`config.mk`:
```
export PLATFORM = sky130hd
export DESIGN_NAME = riscv_regfile_wr_ctrl
export DESIGN_NICKNAME = d
export VERILOG_FILES = /design/src/rtl/riscv_regfile_pkg.sv /design/src/rtl/riscv_rr_arb2.sv /design/src/rtl/riscv_regfile_wr_ctrl.sv
export SDC_FILE = /design/constraint.sdc
export NUM_CORES = 1
export LEC_CHECK = 0
export CAP_MARGIN = 5
export CORE_AREA = 2 2 70 72
export CTS_CLUSTER_SIZE = 12
export DETAILED_ROUTE_END_ITERATION = 16
export DIE_AREA = 0 0 72 74
export HOLD_SLACK_MARGIN = 0.12
export PLACE_DENSITY_LB_ADDON = 0.1
export SYNTH_ARGS = -nofsm -noshare
export SYNTH_HDL_FRONTEND = slang
export SYNTH_SLANG_ARGS = --single-unit
```
`constraint.sdc`:
```
create_clock -name clk_i -period 3.4 [get_ports clk_i]
set_input_delay 0.51 -clock clk_i [delete_from_list [all_inputs] [get_ports clk_i]]
set_output_delay 0.51 -clock clk_i [all_outputs]
set_load 0.05 [all_outputs]
```
`src/rtl/riscv_regfile_pkg.sv`:
```
// Shared widths, FSM state type and write-request payload for the regfile
// write controller. Optional power-up sweep: RISCV_REGFILE_INIT_EN.
package riscv_regfile_pkg;

  localparam int unsigned REG_ADDR_W = 5;
  localparam int unsigned REG_W      = 32;
  localparam int unsigned NUM_REGS   = 32;

  typedef enum logic {
    INIT = 1'b0,
    RUN  = 1'b1
  } state_e;

  typedef struct packed {
    logic [REG_ADDR_W-1:0] rd;
    logic [REG_W-1:0]      value;
  } wr_req_t;

endpackage

```
`src/rtl/riscv_rr_arb2.sv`:
```
// Two-input round-robin arbiter; ptr_q=0 favours requester 0 (A).
module riscv_rr_arb2 (
  input  logic       clk_i,
  input  logic       rst_i,
  input  logic [1:0] req,
  input  logic       advance,
  output logic [1:0] grant
);

  logic ptr_q;
  logic ptr_d;

  // Grant the sole requester, or the favoured one on contention; move the
  // favour to the other side after every grant.
  always_comb begin
    grant = req;
    ptr_d = ptr_q;
    if (req == 2'b11) begin
      grant = ptr_q ? 2'b10 : 2'b01;
    end
    if (advance && (grant != 2'b00)) begin
      ptr_d = grant[0];
    end
  end

  // Priority pointer register.
  always_ff @(posedge clk_i or posedge rst_i) begin
    if (rst_i) begin
      ptr_q <= 1'b0;
    end else begin
      ptr_q <= ptr_d;
    end
  end

endmodule

```
`src/rtl/riscv_regfile_wr_ctrl.sv`:
```
// Register file write-port controller: optional x1..x31 init sweep, then
// round-robin arbitration between ALU (A) and load (B) writeback.
// Sweep compiled in only when RISCV_REGFILE_INIT_EN is defined.
module riscv_regfile_wr_ctrl
  import riscv_regfile_pkg::*;
#(
  parameter logic [REG_W-1:0] INIT_VALUE = 32'h00000000
) (
  input  logic                  clk_i,
  input  logic                  rst_i,
  input  logic                  a_valid_i,
  input  logic [REG_ADDR_W-1:0] a_rd_i,
  input  logic [REG_W-1:0]      a_value_i,
  output logic                  a_ready_o,
  input  logic                  b_valid_i,
  input  logic [REG_ADDR_W-1:0] b_rd_i,
  input  logic [REG_W-1:0]      b_value_i,
  output logic                  b_ready_o,
  output logic [REG_ADDR_W-1:0] rd0_o,
  output logic [REG_W-1:0]      rd0_value_o,
  output logic                  busy_o
);

  logic                  run_c;
  logic [1:0]            req_c;
  logic [1:0]            grant_c;
  wr_req_t               sel_c;
  logic [REG_ADDR_W-1:0] rd0_q;
  logic [REG_ADDR_W-1:0] rd0_d;
  logic [REG_W-1:0]      rd0_value_q;
  logic [REG_W-1:0]      rd0_value_d;

`ifdef RISCV_REGFILE_INIT_EN
  localparam logic [REG_ADDR_W-1:0] LAST_REG   = REG_ADDR_W'(NUM_REGS - 1);
  localparam logic [REG_W-1:0]      IDLE_VALUE = '0;

  state_e                state_q;
  state_e                state_d;
  logic [REG_ADDR_W-1:0] cnt_q;
  logic [REG_ADDR_W-1:0] cnt_d;

  assign run_c  = (state_q == RUN);
  assign busy_o = (state_q == INIT);
`else
  // The sweep value has no role without the sweep; fold it to zero.
  localparam logic [REG_W-1:0] IDLE_VALUE = INIT_VALUE & REG_W'(0);

  assign run_c  = 1'b1;
  assign busy_o = 1'b0;
`endif

  // Requests only compete in RUN and never while reset is held.
  assign req_c = {b_valid_i, a_valid_i} & {2{run_c & ~rst_i}};

  riscv_rr_arb2 u_arb (
    .clk_i   (clk_i),
    .rst_i   (rst_i),
    .req     (req_c),
    .advance (run_c),
    .grant   (grant_c)
  );

  assign a_ready_o   = grant_c[0];
  assign b_ready_o   = grant_c[1];
  assign rd0_o       = rd0_q;
  assign rd0_value_o = rd0_value_q;

  // Next write-port value: sweep entry, granted request, or idle.
  always_comb begin
    rd0_d       = '0;
    rd0_value_d = IDLE_VALUE;
    sel_c       = '0;
    if (grant_c[0]) begin
      sel_c = '{rd: a_rd_i, value: a_value_i};
    end else if (grant_c[1]) begin
      sel_c = '{rd: b_rd_i, value: b_value_i};
    end
    if (grant_c != 2'b00) begin
      rd0_d       = sel_c.rd;
      rd0_value_d = sel_c.value;
    end
`ifdef RISCV_REGFILE_INIT_EN
    state_d = state_q;
    cnt_d   = cnt_q;
    if (state_q == INIT) begin
      rd0_d       = cnt_q;
      rd0_value_d = INIT_VALUE;
      cnt_d       = cnt_q + REG_ADDR_W'(1);
      if (cnt_q == LAST_REG) begin
        state_d = RUN;
      end
    end
`endif
  end

  // Write-port, state and sweep-counter registers.
  always_ff @(posedge clk_i or posedge rst_i) begin
    if (rst_i) begin
      rd0_q       <= '0;
      rd0_value_q <= '0;
`ifdef RISCV_REGFILE_INIT_EN
      state_q     <= INIT;
      cnt_q       <= REG_ADDR_W'(1);
`endif
    end else begin
      rd0_q       <= rd0_d;
      rd0_value_q <= rd0_value_d;
`ifdef RISCV_REGFILE_INIT_EN
      state_q     <= state_d;
      cnt_q       <= cnt_d;
`endif
    end
  end

endmodule
```
==> summary.md <==
| Metric | Value |
|---|---|
| Final Hold Violating Endpoints | `0` |
| Layout net count | `~330` |
| TritonCTS Buffers | `5` |
| #FFs+latches synth | `38` |
| RSZ-0062 raised after global routing | `no` |
| Clock Latency Late Sink | `around 0.28 ns` |
| Total global-route track usage | `a little under a fifth` |
| Overall power | `around 1.2 mW` |
| Worst setup SP type | `input port` |
| MaxCap Viol Count | `0` |
| FMAX | `about 0.43 GHz` |
| CP Capture Type | `output port` |
| Fillers | `around 400` |
| Post-CTS Setup Repair Bufs | `0` |
| Boundary Pins | `about 120` |
| First-pass GRT wire length | `about 7400 um` |
| Area of the multi-input gates | `523 um2` |
| Share of layout cells above drive strength 1 | `between 5 and 6%` |
| Slew Viols, Final | `0` |
| Routed wire length | `4490 um` |
| Via-to-Cell Ratio | `about 5` |
| DR pass1 iterations | `4` |
| Core region area | `~4600 um2` |
| Post-CTS Resized | `0` |
| Syn Inst Count | `between 100 and 150` |
| R2r endpoint | `rd0_value_o[5]$_DFF_PP0_` |
| Initial cell density of the core | `~34%` |
| Leakage | `1.17 nW` |
| Post-DP HPWL | `between 3000 and 4000 um` |
| Die width | `between 70 and 80 um` |
| Routed len/inst | `14.9 um` |
| GRT Residual Overflow | `0` |
| Pwr/cell area | `415 nW/um2` |
| Hold path depth | `1` |
| CP max FO | `38` |
| Status | `complete, no violations` |
| Depth of the most critical reg-to-reg path | `3` |
| Area Growth Syn to Fin | `78.8%` |
| Final WS setup | `1.07 ns` |
| Die ar. | `5330 um2` |
| Iteration-0 DRC Markers | `66` |
| Yosys top cell by area | `dfrtp_1` |
| Register cell area after layout | `around 950 um2` |
| Crit path arrival time | `around 1.8 ns` |
| Hold/Removal Path Class | `register to register` |
| Yosys cell types | `16` |
| Max_slew headroom | `~63%` |
| Root Driver | `clkbuf_8` |
| Synth warn | `0` |
| Min-delay src | `u_arb.ptr_q$_DFFE_PP0P_` |
| Placer Congestion | `between 0.7 and 0.8` |
| Cell area after layout | `between 2000 and 3000 um2` |
| DR vias | `between 1,500 and 2,000` |
| Sequential fraction of the synthesis area | `60.0%` |
| Post-synthesis instance area | `1580 um2` |
| Post-DRT Antenna Nets | `0` |
| Setup_tns | `0 ns` |
| Dominant cells by area after synthesis | `dfrtp_1 (60%), a32oi_1 (20%), nor2_1 (8.8%)` |
| Non-filler cells, final | `approximately 300` |
| FP Rows | `25` |
| Die Y-Extent | `roughly 74 um` |
| Place WS | `around 1.1 ns` |
| CTS clk-pin slew, worst paths | `approximately 0.070 ns` |
| CTS Sinks | `38` |
| Buffers on Ports | `between 100 and 150` |
| Worst-Margin Slew | `roughly 0.55 ns` |
| Period utilisation layout | `between 60 and 70%` |
| Synth top area share | `around 60%` |
| Max clock buf depth | `2` |
| Synthesized net count | `215` |
| Clock skew | `roughly 0.0017 ns` |
| Largest net degree at the start of global routing | `41` |
| Min-Delay Endpoint | `u_arb.ptr_q$_DFFE_PP0P_` |
| CTS tree | `built` |
| Setup-failing EPs final | `0` |
| DRC | `0` |
| R2r startpoint | `u_arb.ptr_q$_DFFE_PP0P_` |
| Hold-fix buffers, CTS | `0` |
| WP data required | `approximately 2.9 ns` |
| Antenna cells | `0` |
| Vias in the first global route | `between 1,500 and 2,000` |
| # placed instances | `about 290` |
| H-Tree Depth | `2` |
| WS Path Type | `input port to output port` |
| Syn avg cell area | `11.6 um2` |
| Placement-stage cell area | `~2800 um2` |
| Peak supply drop | `around 0.23 mV` |
| Setup slack, reg-to-reg | `about 2.1 ns` |
| Initial antenna violation count | `0` |
| Final Critical Period | `approximately 2.3 ns` |
## final cells by class
cell class / instances / area share, %
inverter: 1 / 0.133
clock buffer: 7 / 2.69
multi-input combinational: 81 / 18.5
sequential: 38 / 33.6
timing repair buffer: 120 / 42.8
tap: 54 / 2.39
## metrics by stage
stage | util (%) | hold slack, ns
4_1_cts | 61.6 | 0.584
3_5_place_dp | 59.9 | 0.574
6_report | 61.6 | 0.587
2_1_floorplan | - | 0.503
3_3_place_gp | 59.9 | 0.557
5_1_grt | 61.6 | 0.613
## sequential cells by signal, indices dropped and copies added, names as in the netlist
signal,flops
u_arb.ptr_q,1
rd0_value_o,32
rd0_o,5
## synth_stat cells, drive strengths merged
library cell and count:
inv 1, dfrtp 38, buf 15, and3 1
nor2 37, a21oi 1, a31oi 1, a21boi 1
clkbuf 2, conb 1, nand2b 1, a32oi 37
and2 1
## layer usage
metal	track usage, %	share of wire, %	vias up
met2	28.9	46	78
li1	-	-	725
met1	22.7	42	703
met5	0	0	-
met4	5.03	1.0	0
met3	7.86	11	6
## worst max path at each step
stage	start	slack (ns)	endpoint	cells past startpoint
finish	a_valid_i	1.07	b_ready_o	4
global route	a_valid_i	0.99	b_ready_o	4
CTS	a_valid_i	1.06	b_ready_o	4
detailed placement	a_valid_i	1.07	b_ready_o	4
global placement	a_valid_i	1.10	b_ready_o	4
floorplan	rst_i	0.93	b_ready_o	2
## layout by cell type, fill, tap and decap left out, drive strengths merged
master / instances
a32oi: 37
nand2b: 1
nor2: 37
a31oi: 1
and2: 1
inv: 1
clkbuf: 7
dfrtp: 38
buf: 6
and3: 1
conb: 1
clkdlybuf4s50: 114
a21boi: 1
a21oi: 1
## worst max-delay path: stages
cell             delay [ns]
clkdlybuf4s50_1        0.55
nand2b_4               0.27
and3_1                 0.32
buf_12                 0.15
## power breakdown
| group | internal (mW) | switching, mW |
|---|---|---|
| Sequential | 0.485 | 0.0116 |
| Clock | 0.141 | 0.142 |
| Combinational | 0.173 | 0.223 |
## cell families (layout without fill, tap and decap cells)
family	after synthesis	in the layout	synth area share, %
and+or+nand+nor	40	40	10.4
DFF	38	38	60.0
AOI/OAI and AO/OA	40	40	21.9
other	1	1	0.237
buffers and inverters	18	128	7.42
No activity file was read; power rests on OpenSTA's default activity.
